**config.mk**
```make
export PLATFORM = sky130hd
export DESIGN_NAME = seq_divider
export DESIGN_NICKNAME = d
export VERILOG_FILES = /design/src/rtl/div_pkg.sv /design/src/rtl/div_step.sv /design/src/rtl/seq_divider.sv
export SDC_FILE = /design/constraint.sdc
export NUM_CORES = 1
export LEC_CHECK = 0
export BUFFER_PORTS_ARGS = -buffer_cell sky130_fd_sc_hd__buf_2
export CAP_MARGIN = 15
export CORE_AREA = 2 2 169 171
export DETAILED_ROUTE_END_ITERATION = 12
export DIE_AREA = 0 0 171 173
export MAX_ROUTING_LAYER = met4
export PLACE_DENSITY = 0.74
export SLEW_MARGIN = 10
export SYNTH_ARGS = -nofsm -noshare
export SYNTH_HDL_FRONTEND = slang
export SYNTH_SLANG_ARGS = --single-unit
```
**constraint.sdc**
```tcl
create_clock -name clk -period 5.9 [get_ports clk]
set_input_delay 1.475 -clock clk [delete_from_list [all_inputs] [get_ports clk]]
set_output_delay 1.475 -clock clk [all_outputs]
set_load 0.02 [all_outputs]
```
**src/rtl/div_pkg.sv**
```systemverilog
// Shared types and constants for the iterative restoring divider.
package div_pkg;

  typedef enum logic [1:0] {IDLE, PREP, ITER, FIX} div_state_t;

  localparam int DIV_WIDTH = 32;
  localparam int DIV_CNT_W = $clog2(DIV_WIDTH);

  // Every quotient bit is forced to this value on a divide-by-zero.
  function automatic logic div_zero_fill_bit();
    return 1'b1;
  endfunction

endpackage

```
**src/rtl/div_step.sv**
```systemverilog
// One restoring radix-2 step: shift in a dividend bit, trial-subtract the divisor.
module div_step
  import div_pkg::*;
#(
  parameter int WIDTH = DIV_WIDTH
) (
  input  logic [WIDTH:0]   rem_in,
  input  logic             dividend_bit,
  input  logic [WIDTH-1:0] divisor,
  output logic [WIDTH:0]   rem_out,
  output logic             q_bit
);

  logic [WIDTH:0] shifted;
  logic [WIDTH:0] trial;

  // A set top bit means the shifted value exceeds 2^WIDTH, so the subtraction always fits.
  always_comb begin
    shifted = {rem_in[WIDTH-1:0], dividend_bit};
    trial   = shifted - {1'b0, divisor};
    q_bit   = rem_in[WIDTH] | ~trial[WIDTH];
    rem_out = q_bit ? trial : shifted;
  end

endmodule

```
**src/rtl/seq_divider.sv**
```systemverilog
// Multi-cycle signed/unsigned integer divider: quotient and remainder in WIDTH+2 cycles.
module seq_divider
  import div_pkg::*;
#(
  parameter int WIDTH = DIV_WIDTH
) (
  input  logic             clk,
  input  logic             rst,
  input  logic             start,
  input  logic             is_signed,
  input  logic [WIDTH-1:0] in1,
  input  logic [WIDTH-1:0] in2,
  output logic [WIDTH-1:0] quotient,
  output logic [WIDTH-1:0] remainder,
  output logic             busy,
  output logic             done,
  output logic             div_zero
);

  localparam int CNT_W = (WIDTH == DIV_WIDTH) ? DIV_CNT_W : $clog2(WIDTH);

  div_state_t       state_reg, state_next;
  logic [CNT_W-1:0] cnt_reg;
  logic [WIDTH-1:0] in1_reg, in2_reg;
  logic             signed_reg;
  logic [WIDTH-1:0] a_mag_reg, b_mag_reg;
  logic             sign_q_reg, sign_r_reg;
  logic [WIDTH:0]   rem_reg;
  logic [WIDTH-1:0] quo_reg;
  logic [WIDTH-1:0] q_out_reg, r_out_reg;
  logic             dz_out_reg;

  logic [WIDTH:0]   step_rem;
  logic             step_q;
  logic             s1, s2;
  logic [WIDTH-1:0] q_fix, r_fix;
  logic             dz_fix;

  div_step #(.WIDTH(WIDTH)) u_step (
    .rem_in       (rem_reg),
    .dividend_bit (a_mag_reg[cnt_reg]),
    .divisor      (b_mag_reg),
    .rem_out      (step_rem),
    .q_bit        (step_q)
  );

  always_ff @(posedge clk) begin
    if (rst) state_reg <= IDLE;
    else     state_reg <= state_next;
  end

  always_comb begin
    state_next = state_reg;
    case (state_reg)
      IDLE:    if (start) state_next = PREP;
      PREP:    state_next = ITER;
      ITER:    if (cnt_reg == '0) state_next = FIX;
      FIX:     state_next = IDLE;
      default: state_next = IDLE;
    endcase
  end

  always_comb begin
    s1 = signed_reg & in1_reg[WIDTH-1];
    s2 = signed_reg & in2_reg[WIDTH-1];
  end

  // Overflow (-2^(W-1) / -1) needs no special case: magnitudes give 2^(W-1) with sign_q=0.
  always_comb begin
    dz_fix = (in2_reg == '0);
    q_fix  = sign_q_reg ? -quo_reg : quo_reg;
    r_fix  = sign_r_reg ? -rem_reg[WIDTH-1:0] : rem_reg[WIDTH-1:0];
    if (dz_fix) begin
      q_fix = {WIDTH{div_zero_fill_bit()}};
      r_fix = in1_reg;
    end
  end

  always_ff @(posedge clk) begin
    if (rst) begin
      cnt_reg    <= '0;
      in1_reg    <= '0;
      in2_reg    <= '0;
      signed_reg <= 1'b0;
      a_mag_reg  <= '0;
      b_mag_reg  <= '0;
      sign_q_reg <= 1'b0;
      sign_r_reg <= 1'b0;
      rem_reg    <= '0;
      quo_reg    <= '0;
      q_out_reg  <= '0;
      r_out_reg  <= '0;
      dz_out_reg <= 1'b0;
    end else begin
      case (state_reg)
        IDLE: begin
          if (start) begin
            in1_reg    <= in1;
            in2_reg    <= in2;
            signed_reg <= is_signed;
          end
        end
        PREP: begin
          a_mag_reg  <= s1 ? -in1_reg : in1_reg;
          b_mag_reg  <= s2 ? -in2_reg : in2_reg;
          sign_q_reg <= s1 ^ s2;
          sign_r_reg <= s1;
          rem_reg    <= '0;
          quo_reg    <= '0;
          cnt_reg    <= CNT_W'(WIDTH - 1);
        end
        ITER: begin
          rem_reg          <= step_rem;
          quo_reg[cnt_reg] <= step_q;
          cnt_reg          <= cnt_reg - CNT_W'(1);
        end
        FIX: begin
          q_out_reg  <= q_fix;
          r_out_reg  <= r_fix;
          dz_out_reg <= dz_fix;
        end
        default: ;
      endcase
    end
  end

  // Results are presented combinationally in FIX so they are valid together with done.
  always_comb begin
    busy      = (state_reg != IDLE);
    done      = (state_reg == FIX);
    quotient  = q_out_reg;
    remainder = r_out_reg;
    div_zero  = dz_out_reg;
    if (state_reg == FIX) begin
      quotient  = q_fix;
      remainder = r_fix;
      div_zero  = dz_fix;
    end
  end

endmodule

```
==> flow_summary.ini <==
[die]
initial_core_util_pct = 54.7
dieArea_sq_um = 29600
die_h_um = 173
dieWidth_um = 171
io-pin-count = 135
core-area_sq_um = 27600
rows = 61

[drt]
wl_per_cell_um = 17.5
vias = 13900
antenna_left = 0
drt_iter0_markers = 1057
wl_met3_um = 2280
highest_layer = met4
drt-pass1-iter-count = 5
met1Wirelength_um = 19400
viasPerCell = 5.87
drc = 0
drt-total-wl_um = 41500
wl_met2_um = 18700

[placement]
gp_congestion = 0.929
pre_cts_ws_ns = 0.878
numPortBuffers = 134
placed_cell_area_sq_um = 15900
hpwl_um = 29700

[timing]
fmax_mhz = 183
finalSetupViolations = 0
whs_ns = 0.480
slew_violations = 0
hold_viol_final = 0
worst_pin_slew_ns = 1.09
layout_min_cycle_time_ns = 5.48
slew-limit-headroom_pct = 27.2
fin_tns_setup_ns = 0
rsz0062_at_grt = no
worst_clock_skew_ns = 0.0154
fin_crit_sh_pct = 92.8
setup_ws_ns = 0.423

[setup_path]
cp_slowest_cell = or4_1
critPathMaxFanout = 31
cp_cell_sequence = or4_4 > or3_4 > nor2_1 > nand4_1 > or4_1 > buf_4 > o211ai_1 > o21ai_1 > buf_2
timing.setup.critical_path_class = flip-flop to output port
crit_path_start_kind = flip-flop
cpPeakStageDelay_ns = 0.95
cp.required_ns = 4.43
reg2reg_slack_ns = 0.86
cp-end-kind = output port
worstPathArrival_ns = 4.00

[power]
cellLeakagePower_nw = 6.72
power_density_nw_per_um2 = 423
ir_drop_uv = 282

[finish]
synthToLayoutAreaGrowth_pct = 12.6
fill_cells = 2550
multi_input_area_sq_um = 9020
utilization_pct = 61.6
ff_latch_area_sq_um = 5370
nNetsFinal = 2085
n_antenna_cell = 0
drive_above_1_share_pct = 12.6
stdcell_area_sq_um = 17000
largest_register_ffs = 33

[clock_network]
clkLatencyLatePin_ns = 0.57
cts.sinks = 268
clk_pin_slew_ns = 0.06
ctsRootBufferMaster = clkbuf_16
numCtsBuffers = 30
cts_setup_buffers = 0
cts_resized = 0
clock_path_buffers = 3
cts_hold_buffers = 0
htreeDepth = 1
cts_tree = yes

[synthesis]
syn_area_per_cell_sq_um = 7.92
synth_seq_cells = 268
yosysSeqAreaShare_pct = 35.5
synthDominantCellAreaShare_pct = 35.5
synth_edf_count = 0
synthTopCellsByCount = dfxtp_1 (268), nand2_1 (249), a21oi_1 (175)
ys.flop_type = dfxtp_1
syn-cell-area_sq_um = 15100
async_flop_share_pct = 0
ys_warn_count = 0
synth_cell_types = 77
yosysTopAreaCell = dfxtp_1
syn-num-nets = 2024
synth.most_common_cell = dfxtp_1
netlist_instances = 1909
synth_area_leaders = dfxtp_1 (35%), nand2_1 (6.2%), a21oi_1 (5.8%)

[global_route]
track_usage_pct = 28.4
grt_pass1_vias = 12700
grt_max_degree = 112
grt-ovfl-total = 0
grt_pass1_wl_um = 67000
antenna_found_initial = 0

[min_path]
worstHoldPathType = flip-flop to flip-flop

[outcome]
status = finished clean

[flow_run]
maxCapViolCount = 0
[cell families after synthesis]
kind of cell / Yosys count / share of synthesized area [%]
muxes: 41 / 3.47
and+or+nand+nor: 677 / 21.3
buffers and inverters: 199 / 5.17
xor gates and xnor gates: 134 / 7.76
adders and majority gates: 47 / 3.94
DFF: 268 / 35.5
AOI/OAI and AO/OA: 543 / 22.8
[through the flow]
stage,power (W),std cells
floorplan,0.00449,1909
global placement,0.00516,2314
detailed placement,0.00521,2314
CTS,0.00717,2367
global route,0.00766,2369
finish,0.00721,2369
[report_power, final]
part	internal (W)	leakage, nW	switching, W
combinational	0.00109	4.03	0.00171
clock	0.00119	0.508	0.000771
sequential	0.00212	2.18	0.000323
total	0.00440	6.72	0.00281
[per-layer routing]
layer	global-route usage, %	vias to the layer above
met5	-	-
met1	39.7	6529
met4	7.10	0
met3	2.61	72
li1	-	6870
met2	44.1	444
[final timing paths]
path,depth (start not counted),from,to
max,9,in2_reg[11],remainder[15]
min,2,a_mag_reg[31],a_mag_reg[31]
max reg2reg,17,cnt_reg[0],rem_reg[25]
min reg2reg,2,a_mag_reg[31],a_mag_reg[31]
[worst max-delay path: cells and delay by family (launching register included)]
family,cells,cell delay (ns)
DFF,1,0.36
AOI/OAI and AO/OA,2,0.29
and+or+nand+nor,5,2.20
buffers and inverters,2,0.57
[layout make-up]
type	instances	area share, %
flip-flops and latches	268	31.5
clock inverters	12	1.04
repair buffers	151	4.92
multi-input cells	1442	53.0
clock buffers	41	5.06
inverters	77	1.70
well taps	378	2.78
[cell usage in the layout, fill, tap and decap left out, types with 25 or more instances in the layout]
cell       Yosys  layout
a21oi_1      175     175
xor2_1        77      77
mux2i_1       25      25
nand3_1       54      54
nand2_1      249     248
buf_2         10     133
nor3_1        26      26
clkbuf_16      0      30
o211ai_1      51      51
xnor2_1       57      57
inv_1         77      77
o21ai_0       96      96
a31oi_1       27      27
nor2b_1       65      65
a211oi_1      52      52
nor2_1       159     158
or3_1         25      25
o31ai_1       27      27
dfxtp_1      268     268
ha_1          46      44
No activity file was read; power rests on OpenSTA's default activity.
